===== config.mk =====
export PLATFORM = sky130hd
export DESIGN_NAME = gbt_link_ctrl_flat
export DESIGN_NICKNAME = d
export VERILOG_FILES = /design/src/rtl/gbt_link_ctrl_if.sv /design/src/rtl/gbt_link_ctrl.sv /design/src/flat_wrapper.sv
export SDC_FILE = /design/constraint.sdc
export NUM_CORES = 1
export LEC_CHECK = 0
export ABC_AREA = 1
export CAP_MARGIN = 5
export CORE_MARGIN = 2
export CORE_UTILIZATION = 60
export CTS_CLUSTER_DIAMETER = 40
export DETAILED_ROUTE_END_ITERATION = 10
export PLACE_DENSITY = 0.89
export RECOVER_POWER = 100
export SLEW_MARGIN = 30
export SYNTH_ARGS = -nofsm -noshare
export SYNTH_HDL_FRONTEND = slang
export SYNTH_SLANG_ARGS = --single-unit

===== constraint.sdc =====
create_clock -name ClkRs_ix_clk -period 6.5 [get_ports ClkRs_ix_clk]
set_clock_uncertainty 0.15 [all_clocks]
set_input_delay 1.3 -clock ClkRs_ix_clk [delete_from_list [all_inputs] [get_ports ClkRs_ix_clk]]
set_output_delay 1.3 -clock ClkRs_ix_clk [all_outputs]
set_load 0.03 [all_outputs]

===== src/rtl/gbt_link_ctrl_if.sv =====
// Signal bundles for gbt_link_ctrl: the clock/reset pair and the GBT/SFP
// control and status signals.

interface gbt_clk_rs_if;
  logic clk;
  logic reset;

  modport master (output clk, output reset);
  modport slave  (input clk, input reset);
endinterface

interface gbt_link_ctrl_if;
  logic        enable_i;
  logic        force_reset_i;
  logic        sfp_los_i;
  logic        gbt_tx_aligned_i;
  logic        gbt_rx_ready_i;
  logic        gbt_general_reset_o;
  logic        gbt_manual_reset_tx_o;
  logic        gbt_manual_reset_rx_o;
  logic        sfp_txdisable_o;
  logic        link_up_o;
  logic [2:0]  state_o;
  logic [7:0]  retry_cnt_o;
  logic [15:0] lost_cnt_o;

  modport master (
    output enable_i, force_reset_i, sfp_los_i, gbt_tx_aligned_i, gbt_rx_ready_i,
    input  gbt_general_reset_o, gbt_manual_reset_tx_o, gbt_manual_reset_rx_o,
    input  sfp_txdisable_o, link_up_o, state_o, retry_cnt_o, lost_cnt_o
  );

  modport slave (
    input  enable_i, force_reset_i, sfp_los_i, gbt_tx_aligned_i, gbt_rx_ready_i,
    output gbt_general_reset_o, gbt_manual_reset_tx_o, gbt_manual_reset_rx_o,
    output sfp_txdisable_o, link_up_o, state_o, retry_cnt_o, lost_cnt_o
  );
endinterface


===== src/rtl/gbt_link_ctrl.sv =====
// GBT link bring-up sequencer: general reset, TX/RX manual reset pulses, lock waits with retry/fault.
// Optional RX-ready debounce is compiled in with `define GBT_LINK_CTRL_DEBOUNCE_EN.

module gbt_link_ctrl #(
  parameter int RESET_CYCLES  = 40,
  parameter int LOCK_TIMEOUT  = 4000000,
  parameter int RETRY_MAX     = 7,
  parameter int STABLE_CYCLES = 256
) (
  gbt_clk_rs_if.slave    ClkRs_ix,
  gbt_link_ctrl_if.slave gbt
);

  typedef enum logic [2:0] {
    IDLE     = 3'd0,
    TX_RESET = 3'd1,
    TX_WAIT  = 3'd2,
    RX_RESET = 3'd3,
    RX_WAIT  = 3'd4,
    LINK_UP  = 3'd5,
    FAULT    = 3'd6
  } state_t;

  localparam logic [31:0] RESET_LOAD = 32'(RESET_CYCLES - 1);
  localparam logic [31:0] LOCK_LOAD  = 32'(LOCK_TIMEOUT - 1);

  state_t      state_reg, state_next;
  logic [31:0] timer_reg, timer_next;
  logic [7:0]  retry_cnt_reg, retry_cnt_next;
  logic [15:0] lost_cnt_reg, lost_cnt_next;

  logic        timer_done;
  logic        link_active;
  logic        rx_qualified;
  logic        retry_exhausted;
  logic [7:0]  retry_inc;
  logic [15:0] lost_inc;

  assign timer_done      = (timer_reg == 32'd0);
  assign link_active     = state_reg inside {TX_RESET, TX_WAIT, RX_RESET, RX_WAIT, LINK_UP};
  assign retry_inc       = (&retry_cnt_reg) ? retry_cnt_reg : retry_cnt_reg + 8'd1;
  assign lost_inc        = (&lost_cnt_reg) ? lost_cnt_reg : lost_cnt_reg + 16'd1;
  assign retry_exhausted = ((32'(retry_cnt_reg) + 32'd1) == 32'(RETRY_MAX));

`ifdef GBT_LINK_CTRL_DEBOUNCE_EN
  // Count of consecutive ready clocks seen so far in RX_WAIT, excluding the current one.
  localparam logic [31:0] STABLE_LAST = (STABLE_CYCLES > 1) ? 32'(STABLE_CYCLES - 1) : 32'd0;

  logic [31:0] stable_cnt_reg, stable_cnt_next;

  assign rx_qualified = gbt.gbt_rx_ready_i && (stable_cnt_reg >= STABLE_LAST);

  always_comb begin
    stable_cnt_next = '0;
    if (state_reg == RX_WAIT && state_next == RX_WAIT && gbt.gbt_rx_ready_i) begin
      stable_cnt_next = stable_cnt_reg + 32'd1;
    end
  end

  always_ff @(posedge ClkRs_ix.clk) begin
    if (ClkRs_ix.reset) begin
      stable_cnt_reg <= '0;
    end else begin
      stable_cnt_reg <= stable_cnt_next;
    end
  end
`else
  logic unused_stable_cycles;

  assign unused_stable_cycles = ^32'(STABLE_CYCLES);
  assign rx_qualified         = gbt.gbt_rx_ready_i;
`endif

  always_comb begin
    state_next     = state_reg;
    retry_cnt_next = retry_cnt_reg;
    lost_cnt_next  = lost_cnt_reg;

    if (gbt.force_reset_i || !gbt.enable_i) begin
      state_next = IDLE;
    end else if (gbt.sfp_los_i && link_active) begin
      state_next = IDLE;
      if (state_reg == LINK_UP) begin
        lost_cnt_next = lost_inc;
      end
    end else begin
      case (state_reg)
        IDLE: begin
          if (!gbt.sfp_los_i) begin
            state_next = TX_RESET;
          end
        end
        TX_RESET: begin
          if (timer_done) begin
            state_next = TX_WAIT;
          end
        end
        TX_WAIT: begin
          if (gbt.gbt_tx_aligned_i) begin
            state_next = RX_RESET;
          end else if (timer_done) begin
            if (retry_exhausted) begin
              state_next = FAULT;
            end else begin
              state_next     = TX_RESET;
              retry_cnt_next = retry_inc;
            end
          end
        end
        RX_RESET: begin
          if (timer_done) begin
            state_next = RX_WAIT;
          end
        end
        RX_WAIT: begin
          if (rx_qualified) begin
            state_next     = LINK_UP;
            retry_cnt_next = '0;
          end else if (timer_done) begin
            if (retry_exhausted) begin
              state_next = FAULT;
            end else begin
              state_next     = RX_RESET;
              retry_cnt_next = retry_inc;
            end
          end
        end
        LINK_UP: begin
          // Losing TX alignment forces a full TX restart even if RX also dropped.
          if (!gbt.gbt_tx_aligned_i) begin
            state_next    = TX_RESET;
            lost_cnt_next = lost_inc;
          end else if (!gbt.gbt_rx_ready_i) begin
            state_next    = RX_RESET;
            lost_cnt_next = lost_inc;
          end
        end
        FAULT: begin
          state_next = FAULT;
        end
        default: begin
          state_next = IDLE;
        end
      endcase
    end
  end

  always_comb begin
    timer_next = timer_done ? 32'd0 : timer_reg - 32'd1;
    if (state_next != state_reg) begin
      case (state_next)
        TX_RESET, RX_RESET: timer_next = RESET_LOAD;
        TX_WAIT, RX_WAIT:   timer_next = LOCK_LOAD;
        default:            timer_next = 32'd0;
      endcase
    end
  end

  always_ff @(posedge ClkRs_ix.clk) begin
    if (ClkRs_ix.reset) begin
      state_reg     <= IDLE;
      timer_reg     <= '0;
      retry_cnt_reg <= '0;
      lost_cnt_reg  <= '0;
    end else begin
      state_reg     <= state_next;
      timer_reg     <= timer_next;
      retry_cnt_reg <= retry_cnt_next;
      lost_cnt_reg  <= lost_cnt_next;
    end
  end

  assign gbt.gbt_general_reset_o   = (state_reg == IDLE);
  assign gbt.gbt_manual_reset_tx_o = (state_reg == TX_RESET);
  assign gbt.gbt_manual_reset_rx_o = (state_reg == RX_RESET);
  assign gbt.sfp_txdisable_o       = !link_active;
  assign gbt.link_up_o             = (state_reg == LINK_UP);
  assign gbt.state_o               = state_reg;
  assign gbt.retry_cnt_o           = retry_cnt_reg;
  assign gbt.lost_cnt_o            = lost_cnt_reg;

endmodule


===== src/flat_wrapper.sv =====
// flat-port wrapper written by rule: the top's interface ports become plain ports
module gbt_link_ctrl_flat 
#(
  parameter int RESET_CYCLES  = 40,
  parameter int LOCK_TIMEOUT  = 4000000,
  parameter int RETRY_MAX     = 7,
  parameter int STABLE_CYCLES = 256
)
  (ClkRs_ix_clk, ClkRs_ix_reset, gbt_enable_i, gbt_force_reset_i, gbt_sfp_los_i, gbt_gbt_tx_aligned_i, gbt_gbt_rx_ready_i, gbt_gbt_general_reset_o, gbt_gbt_manual_reset_tx_o, gbt_gbt_manual_reset_rx_o, gbt_sfp_txdisable_o, gbt_link_up_o, gbt_state_o, gbt_retry_cnt_o, gbt_lost_cnt_o);
  gbt_clk_rs_if ClkRs_ix_i ();
  gbt_link_ctrl_if gbt_i ();
  input wire logic [$bits(ClkRs_ix_i.clk)-1:0] ClkRs_ix_clk;
  input wire logic [$bits(ClkRs_ix_i.reset)-1:0] ClkRs_ix_reset;
  input wire logic [$bits(gbt_i.enable_i)-1:0] gbt_enable_i;
  input wire logic [$bits(gbt_i.force_reset_i)-1:0] gbt_force_reset_i;
  input wire logic [$bits(gbt_i.sfp_los_i)-1:0] gbt_sfp_los_i;
  input wire logic [$bits(gbt_i.gbt_tx_aligned_i)-1:0] gbt_gbt_tx_aligned_i;
  input wire logic [$bits(gbt_i.gbt_rx_ready_i)-1:0] gbt_gbt_rx_ready_i;
  output wire logic [$bits(gbt_i.gbt_general_reset_o)-1:0] gbt_gbt_general_reset_o;
  output wire logic [$bits(gbt_i.gbt_manual_reset_tx_o)-1:0] gbt_gbt_manual_reset_tx_o;
  output wire logic [$bits(gbt_i.gbt_manual_reset_rx_o)-1:0] gbt_gbt_manual_reset_rx_o;
  output wire logic [$bits(gbt_i.sfp_txdisable_o)-1:0] gbt_sfp_txdisable_o;
  output wire logic [$bits(gbt_i.link_up_o)-1:0] gbt_link_up_o;
  output wire logic [$bits(gbt_i.state_o)-1:0] gbt_state_o;
  output wire logic [$bits(gbt_i.retry_cnt_o)-1:0] gbt_retry_cnt_o;
  output wire logic [$bits(gbt_i.lost_cnt_o)-1:0] gbt_lost_cnt_o;
  assign ClkRs_ix_i.clk = ClkRs_ix_clk;
  assign ClkRs_ix_i.reset = ClkRs_ix_reset;
  assign gbt_i.enable_i = gbt_enable_i;
  assign gbt_i.force_reset_i = gbt_force_reset_i;
  assign gbt_i.sfp_los_i = gbt_sfp_los_i;
  assign gbt_i.gbt_tx_aligned_i = gbt_gbt_tx_aligned_i;
  assign gbt_i.gbt_rx_ready_i = gbt_gbt_rx_ready_i;
  assign gbt_gbt_general_reset_o = gbt_i.gbt_general_reset_o;
  assign gbt_gbt_manual_reset_tx_o = gbt_i.gbt_manual_reset_tx_o;
  assign gbt_gbt_manual_reset_rx_o = gbt_i.gbt_manual_reset_rx_o;
  assign gbt_sfp_txdisable_o = gbt_i.sfp_txdisable_o;
  assign gbt_link_up_o = gbt_i.link_up_o;
  assign gbt_state_o = gbt_i.state_o;
  assign gbt_retry_cnt_o = gbt_i.retry_cnt_o;
  assign gbt_lost_cnt_o = gbt_i.lost_cnt_o;
  gbt_link_ctrl #(.RESET_CYCLES(RESET_CYCLES), .LOCK_TIMEOUT(LOCK_TIMEOUT), .RETRY_MAX(RETRY_MAX), .STABLE_CYCLES(STABLE_CYCLES)) u_core (.ClkRs_ix(ClkRs_ix_i), .gbt(gbt_i));
endmodule

[Word level (Yosys, flattened, before mapping)]
Index checks and enable logic that the tools add are counted.
Cells by class
  add/subtract/negate cells: 4
  $mul: 0
  div/mod/pow operators: 0
  $lt $le $gt $ge: 0
  equality and inequality tests: 14
  shift-type cells: 0
  muxes and demuxes: 29
  bitwise logic cells: 2
  reduce and logical (&&, ||, !) cells: 14
Operator list (count)
  16-bit two-way mux: 6
  32-bit two-way mux: 2
  22-bit one-hot mux with 2 select lines: 1
  8-bit two-way mux: 5
  3-bit two-way mux: 13
  32-bit by 3-bit equality test with 1-bit output (second input constant): 1
  32-bit logical NOT: 1
  32-bit by 1-bit subtractor with 32-bit output (second input constant): 1
  3-bit one-hot mux with 7 select lines: 1
  16-bit by 1-bit adder with 16-bit output (second input constant): 1
  8-bit one-hot mux with 2 select lines: 1
  16-bit AND reduction: 1
  3-bit by 2-bit equality test with 1-bit output (second input constant): 4
  3-bit equality test (second input constant): 4
  8-bit by 1-bit adder with 9-bit output (second input constant): 1
  8-bit by 1-bit adder with 8-bit output (second input constant): 1
  8-bit AND reduction: 1
  3-bit by 1-bit equality test with 1-bit output (second input constant): 2
  5-bit nonzero test: 1
  4-bit AND reduction: 1
  2-bit OR reduction: 2
  3-bit logical NOT: 1
  3-bit by 2-bit inequality test with 1-bit output (second input constant): 1
  3-bit inequality test: 1
  other kinds (7): 9
Storage, ports and cells
  bits in registers: 59
  bits in latches: 0
  memory bits (writable): 0
  ROM bits: 0
  bits of input ports: 7
  output and inout port bits: 32
  logic and storage cells: 67
  memories: 0

[Logic depth before layout (Yosys ltp)]
Gate-level depths: netlist (run 1).
  depth in word-level cells: 12
  mapped depth: 19
  depth with buffers taken out: 19

[Least setup slack after synthesis (run 1)]
No wires, ideal clock.
  path type: reg2out
  start point: reg u_core.state_reg[0], in the netlist u_core.gbt.state_o[0]
  end point: out gbt_gbt_manual_reset_rx_o
  arrival time: 1464 ps
  required time: 5050 ps
  path slack: 3586 ps
  stages on the path, launching flop included: 3
  path buffers: 0
  path through: dfxtp_1 -> inv_2 -> nor3_1
Between the ends
  cells in the longest elaborated chain, start to end: 1
RTL lines
  from (decl): RTL line gbt_link_ctrl.sv:27  | state_t state_reg, state_next;
  from (signal assigned): RTL line gbt_link_ctrl.sv:166  | state_reg <= state_next;
  3-bit by 2-bit equality test with 1-bit output: RTL line gbt_link_ctrl.sv:175  | assign gbt.gbt_manual_reset_rx_o = (state_reg == RX_RESET);
  to (decl): RTL line flat_wrapper.sv:21  | output wire logic [$bits(gbt_i.gbt_manual_reset_rx_o)-1:0] gbt_gbt_manual_reset_rx_o;
No other way between the ends.

[Final worst setup path (run 1)]
  start point: in gbt_gbt_rx_ready_i
  end point: reg u_core.timer_reg[22]
Between the ends
  cells in the longest elaborated chain, start to end: 7
RTL lines
  from (decl): RTL line flat_wrapper.sv:18  | input wire logic [$bits(gbt_i.gbt_rx_ready_i)-1:0] gbt_gbt_rx_ready_i;
  3-bit two-way mux: RTL line gbt_link_ctrl.sv:133  | end else if (!gbt.gbt_rx_ready_i) begin
  3-bit two-way mux: RTL line gbt_link_ctrl.sv:130  | if (!gbt.gbt_tx_aligned_i) begin
  3-bit one-hot mux with 7 select lines (*): RTL line gbt_link_ctrl.sv:87  | case (state_reg)
  3-bit two-way mux (*): RTL line gbt_link_ctrl.sv:81  | end else if (gbt.sfp_los_i && link_active) begin
  3-bit two-way mux (*): RTL line gbt_link_ctrl.sv:79  | if (gbt.force_reset_i || !gbt.enable_i) begin
  3-bit inequality test (*): RTL line gbt_link_ctrl.sv:150  | if (state_next != state_reg) begin
  32-bit two-way mux (*): RTL line gbt_link_ctrl.sv:150
  to (signal assigned): RTL line gbt_link_ctrl.sv:167  | timer_reg <= timer_next;
  to (decl): RTL line gbt_link_ctrl.sv:28  | logic [31:0] timer_reg, timer_next;
Every way passes the cells marked *; elsewhere a longest branch is shown, timed or not.
A chain may end at the register's enable or synchronous reset.

==> impl_results.md, run 1 <==
- Vias in the first global route: about 3300
- Worst-path clk slew: around 0.070 ns
- Status: finished, final reports clean
- Critical Path Start Type: primary input
- Htree depth: 3
- Overall routing resource usage: a little over a quarter
- Most common cell in the netlist: nand2_1
- Final Slew Violations: 0
- #FFs+latches synth: slightly below 60
- Placed cell area: between 3000 and 4000 um^2
- Fillers: roughly 480
- Pwr dens: roughly 370 nW/um^2
- Synth top cells by count: nand2_1 (99), inv_1 (79), dfxtp_1 (59)
- Top cells by area, synth: dfxtp_1 (33%), nand2_1 (10%), inv_1 (8.3%), a21oi_1 (6.5%), nor2_1 (5.9%)
- Placed Cells incl. Taps: about 630
- Post-CTS Repair Setup Buffers: 0
- FMAX: roughly 230 MHz
- Synth Net Count: 541
- VDD IR max: between 0.15 and 0.2 mV
- Reg2reg start: u_core.timer_reg[14]$_SDFF_PP0_
- Setup TNS Final: 0 ns
- Layout cell share with drive strength beyond 1: roughly 9%
- Leading area contributor after synthesis: dfxtp_1
- Hold buffers post-CTS: 0
- DRT antenna net count: 0
- Vias per cell: 5.54
- Register area share after synthesis: 33.1%
- RSZ-0062 raised after global routing: no
- Post-route setup slack: roughly 2.2 ns
- CTS tree: built
- # DRC: 0
- Top_reg_cell synth: dfxtp_1
- Pre-CTS setup slack: about 2.8 ns
- Crit Path Class: primary input to flop
- Final Instance Area: 4170 um^2
- Area growth syn-to-layout: 16.9%
- Drt total wl: 8360 um
- CP Data Arrival Time: approximately 4.4 ns
- Max Root-Sink Buffers: 2
- Post-CTS Resized: 0
- CP Max Fanout: 18
- Die width: between 80 and 90 um
- Hold Slack: approximately 0.33 ns
- Min Tclk post-route: 4.32 ns
- Nets@finish: ~580
- Die Area: 6570 um^2
- GRT Residual Overflow: 0
- First-pass GRT wire length: 13900 um
- Fin crit share: around two thirds
- CP Capture Type: flop
- Distinct cells, synth: 37
- Critical path origin: gbt_gbt_rx_ready_i
- Starting density of the core: roughly 61%
- Die Span Y: roughly 81 um
- Cells after Synth: 529
- Tot Pwr: approximately 1.5 mW
- CTS buffer count: 9
- DRT Pass-1 Iters: 5
- Drt wl/cell: 12.9 um
- Yosys top cell area share: about a third
- Diode count: 0
- Worst Min Path Start: u_core.gbt.lost_cnt_o[14]$_SDFFE_PP0P_
- Actual slew at the worst max-slew pin: ~0.96 ns
- Max-cap violations: 0
- Initial antenna violation count: 0
- FFs w/ async S/R, synth: 0%
- Post-synth EDFFs: 0
- Clock Tree Root: clkbuf_8
- Final setup vio count: 0
- IO Port Bufs: 38
- Relative slew slack: a little over a third
- Synth warn: 0
- Largest net degree at the start of global routing: 26
- Vias: 3598
- DRT iter0 DRCs: about 250
- Routability cong.: between 0.8 and 0.9
- Core area: just under 6000 um^2
- Final Hold Viols: 0
- Synthesized area per cell: between 6 and 7 um^2
- Clk Latency, worst-skew pair: 0.34 ns
- Number of cell rows: 28
- Final Non-Filler Cells: 650
- Ports: 39
- Req. time, crit path: 6.58 ns
- Clock Sinks: a little under 60
- Pleak: 1.84 nW
- Post-DP HPWL: 6090 um
- Final core occ: between 70% and 80%
- Netlist Area Pre-Place: between 3000 and 4000 um^2
- Hold Path Class: flop to flop
- Number of flip-flops under the largest register name: 32
[worst max-delay path, stage by stage]
cell           delay (ns)
dlygate4sd3_1        0.60
inv_1                0.07
nor2_1               0.04
inv_1                0.07
o21ai_0              0.08
a31oi_1              0.23
nand2_1              0.13
nand2_1              0.10
nand2_1              0.06
nand2_1              0.40
nand4_1              0.86
nor3_1               0.44
[layout make-up]
type	instances	area [um^2]	share of cell area, %
clock buffer	12	155	3.72
tap	75	93.8	2.25
inverter	81	304	7.30
timing repair buffer	39	388	9.31
sequential	59	1180	28.4
multi-input combinational	380	1990	47.9
clock inverter	4	48.8	1.17
[per-layer routing]
layer	up-vias	GRT usage [%]	wire, um
met3	18	6.89	448
met2	117	46.8	4180
met5	-	0	0
li1	1812	-	-
met1	1651	31.6	3640
met4	0	8.31	95
[power by group]
group / internal [mW] / switching, mW / leakage, nW / total (mW)
Sequential: 0.422 / 0.0485 / 0.479 / 0.470
Combinational: 0.262 / 0.448 / 1.26 / 0.710
Clock: 0.197 / 0.143 / 0.106 / 0.341
Total: 0.881 / 0.640 / 1.84 / 1.52
[cell usage in the layout, fill, tap and decap left out, types with 3 or more instances in the layout]
master,instances
nand2_1,103
inv_1,79
dfxtp_1,59
nor2_1,56
a21oi_1,46
dlygate4sd3_1,34
nand3_1,33
nand4_1,23
o21ai_0,22
nor3_1,16
nor2_2,16
xor2_1,16
clkbuf_8,11
nor4_1,6
nand2_2,5
xnor2_1,5
ha_1,5
o21a_1,4
clkdlybuf4s50_1,4
a31oi_1,3
[path summary, 6_finish.rpt]
| check | end | slack [ns] | cells after the start |
|---|---|---|---|
| worst max-delay path | u_core.timer_reg[22]$_SDFF_PP0_ | 2.18 | 12 |
| worst max register to register | u_core.timer_reg[22]$_SDFF_PP0_ | 2.70 | 13 |
| worst min-delay path | u_core.gbt.lost_cnt_o[14]$_SDFFE_PP0P_ | 0.33 | 2 |
| worst min register to register | u_core.gbt.lost_cnt_o[14]$_SDFFE_PP0P_ | 0.33 | 2 |
[cell families after synthesis]
family / after synthesis / share of synthesized area, %
compound gates: 80 / 12.0
xor+xnor: 21 / 5.16
fa+ha+maj: 5 / 1.76
buf+inv: 90 / 10.0
flops: 59 / 33.1
simple gates: 274 / 37.9
Note: power is estimated with default switching activity, not from simulation.
==> run 2, diff against run 1 <==
- CORE_UTILIZATION: 60 -> 51
- PLACE_DENSITY: 0.89 -> 0.81
- clock period: 6.5 -> 3.5 ns (I/O delays scaled with it)
==> run 2 against run 1 <==
Against the previous run:
- via count down 2.0%
- total power up 89%
- count of clock-buffer cells in the layout down 3
- critical path type is now flop to output pin
- core utilization is 9.6 points lower
- flip-flop and latch count unchanged
- worst hold slack better by 0.014 ns
- routed wire length is 2.9% lower
- sequential power rose by 86%
- register-to-register slack got worse by 2.2 ns
- clock power is 100% higher
- critical path depth down 9
- die area rose by 17%
==> impl_results.md, run 2 (synthesized netlist as in run 1, its figures left out) <==
- Status: finished, final reports clean
- Max-cap violations: 0 (unchanged)
- First-pass GRT wire length: 13800 um (-0.15%)
- Die Area: 7670 um^2 (+17%)
- Min Tclk post-route: about 3.1 ns
- Crit Path Class: flop to output pin
- Number of cell rows: 30 (+7.1%)
- CP peak stage delay: 0.81 ns (-0.05 ns)
- Post-CTS Repair Setup Buffers: 0 (unchanged)
- Diode count: 0 (unchanged)
- Worst-path cell chain: inv_1 > nor3_1 > dlygate4sd3_1
- Commonest non-fill, non-tap cell in the layout: nand2_1
- Req. time, crit path: 2.65 ns (-3.93 ns)
- Clock Tree Root: clkbuf_8
- CP Capture Type: output pin
- Number of flip-flops under the largest register name: 32 (unchanged)
- CTS tree: built
- Vias per cell: 5.24 (-5.4%)
- Multi-input logic area: 1990 um^2 (-0.38%)
- Cell count of the worst hold path: 2 (unchanged)
- RSZ-0062 raised after global routing: no
- Placed cell area: 4030 um^2 (+1.0%)
- Pwr dens: 682 nW/um^2 (+87%)
- Vias: 3525 (-2.0%)
- Layout cell share with drive strength beyond 1: 8.49% (-0.55 points)
- Hold EP: u_core.timer_reg[15]$_SDFF_PP0_
- Routability cong.: 0.910 (+1.6%)
- Final Slew Violations: 0 (unchanged)
- Drt total wl: 8120 um (-2.9%)
- Max Root-Sink Buffers: 2 (unchanged)
- IO Port Bufs: 38 (unchanged)
- Reg-to-reg endpoint: u_core.timer_reg[7]$_SDFF_PP0_
- Die width: 87.6 um (+8.0%)
- VDD IR max: 0.269 mV (+36%)
- Drt wl/cell: 12.1 um (-6.2%)
- Core area: 6790 um^2 (+17%)
- Actual slew at the worst max-slew pin: 0.456 ns (-0.503 ns)
- Vias in the first global route: 3351 (+0.72%)
- Critical Path Start Type: flop
- Htree depth: 3 (unchanged)
- Overall routing resource usage: 22.5% (-4.1 points)
- Area growth syn-to-layout: 18.2%
- CTS buffer count: 9 (unchanged)
- Worst Min Path Start: u_core.timer_reg[15]$_SDFF_PP0_
- GRT Residual Overflow: 0 (unchanged)
- DRT Pass-1 Iters: 5 (unchanged)
- Relative slew slack: 69.3% (+33 points)
- Final Hold Viols: 0 (unchanged)
- # DRC: 0 (unchanged)
- Final setup vio count: 0 (unchanged)
- Fillers: 614 (+27%)
- Ports: 39 (unchanged)
- Hold Path Class: flop to flop
- Nets@finish: 584 (+0.34%)
- Fin crit share: 88.3%
- Initial antenna violation count: 0 (unchanged)
- Post-CTS Resized: 0 (unchanged)
- Tot Pwr: 2.87 mW (+89%)
- Worst path slowest cell: dlygate4sd3_1
- R2R cell count: 16 (+3)
- Starting density of the core: 52.4% (-8.8 points)
- FMAX: roughly 320 MHz
- Post-DP HPWL: 5880 um (-3.4%)
- Clk Latency, worst-skew pair: 0.35 ns (about the same)
- DRT antenna net count: 0 (unchanged)
- Worst-path clk slew: 0.07 ns (about the same)
- Pleak: 1.85 nW (+0.41%)
- DRT iter0 DRCs: 156 (-37%)
- Reg2reg start: u_core.gbt.retry_cnt_o[0]$_SDFFE_PP0P_
- Commonest cells after routing, fill and taps aside: nand2_1 (102), inv_1 (79), nor2_1 (62)
- CP Max Fanout: 7 (-11)
- CP Data Arrival Time: 2.24 ns (-2.15 ns)
- Worst reg2reg setup slack: 0.50 ns (-2.20 ns)
- FF/Latch Area: 1180 um^2 (unchanged)
- Hold buffers post-CTS: 0 (unchanged)
- Die Span Y: 87.6 um (+8.0%)
- Setup TNS Final: 0 ns (unchanged)
- Largest net degree at the start of global routing: 25 (-3.8%)
- Clock Sinks: 59 (unchanged)
- Final Instance Area: 4210 um^2 (+1.1%)
run 2: worst max path at each step:
stage | start | end | slack (ns) | depth (start not counted)
after floorplan | u_core.gbt.state_o[0]$_SDFF_PP0_ | u_core.timer_reg[26]$_SDFF_PP0_ | 0.68 | 11
after global placement | gbt_gbt_rx_ready_i | u_core.timer_reg[22]$_SDFF_PP0_ | 0.55 | 12
after detailed placement | gbt_gbt_rx_ready_i | u_core.timer_reg[22]$_SDFF_PP0_ | 0.46 | 12
after CTS | u_core.gbt.retry_cnt_o[0]$_SDFFE_PP0P_ | u_core.timer_reg[22]$_SDFF_PP0_ | 0.60 | 15
after global routing | u_core.gbt.retry_cnt_o[0]$_SDFFE_PP0P_ | u_core.timer_reg[7]$_SDFF_PP0_ | 0.18 | 16
final | u_core.gbt.state_o[2]$_SDFF_PP0_ | gbt_link_up_o | 0.41 | 3
run 2: worst max-delay path, delay by kind of cell, from the launching register on:
family / cells / cell delay [ns]
buffers and inverters: 2 / 1.01
AND/OR/NAND/NOR: 1 / 0.42
flip-flops: 1 / 0.48
run 2: area by class of cell:
cell class | count | share of cell area [%]
clock inverters | 7 | 2.20
inverters | 81 | 7.22
multi-input cells | 380 | 47.2
clock buffers | 9 | 2.94
well taps | 96 | 2.85
flip-flops and latches | 59 | 28.0
repair buffers | 41 | 9.57
run 2: layer usage:
| layer | track usage (%) | up-vias | share of wire [%] |
|---|---|---|---|
| met1 | 26.8 | 1612 | 46 |
| met3 | 7.63 | 13 | 4.0 |
| met4 | 6.85 | 0 | 1.7 |
| met5 | 0 | - | 0 |
| li1 | - | 1818 | - |
| met2 | 38.2 | 82 | 48 |
run 2: metrics by stage:
stage,hold slack (ns),setup slack [ns],std cells,utilization [%]
after detailed placement,0.334,0.460,657,59.4
after CTS,0.344,0.604,673,62.5
after global placement,0.326,0.552,657,59.4
after floorplan,0.315,0.679,529,-
final,0.339,0.409,673,62.0
after global routing,0.359,0.178,673,62.0
run 2: report_power, final:
group	switching (mW)	internal, mW
sequential	0.0897	0.783
clock	0.286	0.397
combinational	0.819	0.495
==> run 3, diff against run 2 <==
- CORE_UTILIZATION: 51 -> 58
- DONT_BUFFER_PORTS: default -> 1
==> run 3 against run 2 <==
Against the previous run:
- highest routed layer unchanged
- non-clock buffer count decreased by 35
- cell count is 8.3% lower
- count of clock-buffer cells in the layout unchanged
- global-route usage up 1.6 points
- via count decreased by 4.6%
- cell area fell by 8.4%
- first-iteration DRC count shrank 9.6%
- flip-flop and latch count did not move
- critical path depth up 7
- combinational power about the same
- fmax down 0.87%
- setup slack lost 0.027 ns
==> impl_results.md, run 3 (synthesized netlist as in run 1, its figures left out) <==
- Status: finished, final reports clean
- Diode count: 0 (unchanged)
- Layout cell share with drive strength beyond 1: 9.78% (+1.3 points)
- IO Port Bufs: 0 (-100%)
- CTS tree: built
- FMAX: 321 MHz (-0.87%)
- Final Slew Violations: 0 (unchanged)
- Fin crit share: 89.1% (+0.78 points)
- Overall routing resource usage: 24.0% (+1.6 points)
- DRT antenna net count: 0 (unchanged)
- Crit Path Class: flop to flop
- Placed cell area: 3650 um^2 (-9.5%)
- Core area: 5920 um^2 (-13%)
- Hold Path Class: primary input to flop
- Post-CTS Repair Setup Buffers: 0 (unchanged)
- CP Data Arrival Time: 3.25 ns (+1.01 ns)
- Pwr dens: 762 nW/um^2 (+12%)
- Relative slew slack: 36.8% (-32 points)
- Post-DP HPWL: 5850 um (-0.62%)
- # DRC: 0 (unchanged)
- CTS buffer count: 9 (unchanged)
- Setup TNS Final: 0 ns (unchanged)
- Die width: 82.4 um (-5.9%)
- Actual slew at the worst max-slew pin: 0.940 ns (+0.484 ns)
- Clk Latency, worst-skew pair: 0.34 ns (about the same)
- DRT Pass-1 Iters: 4 (-1)
- Drt total wl: 7860 um (-3.2%)
- Commonest non-fill, non-tap cell in the layout: nand2_1
- Placed Cells incl. Taps: 601 (-8.5%)
- Min Tclk post-route: 3.12 ns (+0.0272 ns)
- Htree depth: 3 (unchanged)
- Max-cap violations: 0 (unchanged)
- Vias: 3362 (-4.6%)
- Die Span Y: 82.4 um (-5.9%)
- Final Non-Filler Cells: 617 (-8.3%)
- Routability cong.: 0.889 (-2.3%)
- Ports: 39 (unchanged)
- GRT Residual Overflow: 0 (unchanged)
- Clock Tree Root: clkbuf_8
- Initial antenna violation count: 0 (unchanged)
- Post-CTS Resized: 0 (unchanged)
- VDD IR max: 0.405 mV (+51%)
- Max Root-Sink Buffers: 2 (unchanged)
- Final setup vio count: 0 (unchanged)
- Final Instance Area: 3860 um^2 (-8.4%)
- Vias per cell: 5.45 (+4.0%)
- Drt wl/cell: 12.7 um (+5.5%)
- CP Capture Type: flop
- Nets@finish: 549 (-6.0%)
- CP Max Fanout: 9 (+2)
- Number of flip-flops under the largest register name: 32 (unchanged)
- Commonest cells after routing, fill and taps aside: nand2_1 (100), inv_1 (79), nor2_1 (61)
- First-pass GRT wire length: 12800 um (-7.5%)
- Final Hold Viols: 0 (unchanged)
- Area growth syn-to-layout: 8.29%
- Starting density of the core: 60.2% (+7.7 points)
- Hold buffers post-CTS: 0 (unchanged)
- RSZ-0062 raised after global routing: no
- Worst-path clk slew: 0.08 ns (about the same)
- Clock Sinks: 59 (unchanged)
- Vias in the first global route: 2998 (-11%)
- Req. time, crit path: 3.63 ns (+0.98 ns)
- DRT iter0 DRCs: 141 (-9.6%)
- Pleak: 1.63 nW (-12%)
- Number of cell rows: 28 (-6.7%)
- Largest net degree at the start of global routing: 26 (+4.0%)
- Die Area: 6790 um^2 (-12%)
- Critical Path Start Type: flop
==> run 3: cell count changes in the layout (fill, tap and decap cells not counted), sizes merged, moves of 2 or more <==
cell,previous run,this run
dlygate4sd3,33,0
clkdlybuf4s50,5,0
clkbuf,9,12
clkinv,2,0
inv,81,83
==> run 3: power by group <==
part | internal, mW | leakage [nW] | total [mW] | switching [mW]
Sequential | 0.782 | 0.479 | 0.871 | 0.0885
Combinational | 0.486 | 1.04 | 1.29 | 0.805
Clock | 0.478 | 0.116 | 0.778 | 0.300
Total | 1.75 | 1.63 | 2.94 | 1.19
==> run 3: final cells by class <==
type                    count  area (um^2)
fillers                   524         2060
clock buffers               9          124
flip-flops and latches     59         1180
clock inverters             7          123
multi-input cells         380         2000
repair buffers              6         33.8
well taps                  75         93.8
inverters                  81          304
==> run 3: per-layer routing <==
layer  share of wire (%)  up-vias  track usage [%]
li1                    -     1751                -
met1                  47     1523             30.7
met4                 1.4        0             8.67
met2                  47       77             39.2
met3                 4.6       11             5.98
met5                   0        -                0
==> run 3: path summary, 6_finish.rpt <==
kind                                           endpoint                             start  slack (ns)  cells past startpoint
setup / recovery  u_core.gbt.lost_cnt_o[9]$_SDFFE_PP0P_  u_core.gbt.state_o[2]$_SDFF_PP0_        0.38                     10
hold / removal    u_core.gbt.lost_cnt_o[7]$_SDFFE_PP0P_                    ClkRs_ix_reset        0.27                      1
hold reg to reg         u_core.timer_reg[15]$_SDFF_PP0_   u_core.timer_reg[15]$_SDFF_PP0_        0.34                      2
setup reg to reg  u_core.gbt.lost_cnt_o[9]$_SDFFE_PP0P_  u_core.gbt.state_o[2]$_SDFF_PP0_        0.38                     10
==> run 3: stage by stage <==
| stage | utilization [%] | worst slack, ns | hold slack, ns | power, mW |
|---|---|---|---|---|
| 2_1_floorplan | - | 0.679 | 0.315 | 1.96 |
| 3_5_place_dp | 61.6 | 0.575 | 0.329 | 2.18 |
| 3_3_place_gp | 61.6 | 0.649 | 0.325 | 2.14 |
| 6_report | 65.2 | 0.382 | 0.266 | 2.94 |
| 4_1_cts | 65.8 | 0.561 | 0.251 | 2.96 |
| 5_1_grt | 65.2 | 0.198 | 0.253 | 3.16 |
==> run 3: worst max-delay path: stages, from the launching register on <==
cell and delay, ns:
dfxtp_1 0.63, inv_1 0.23, nor3_1 0.22, clkbuf_1 0.43, inv_1 0.13, a31oi_1 0.19
nand2_1 0.24, or2_2 0.38, nor3_2 0.21, nand3_1 0.11, a21oi_1 0.14
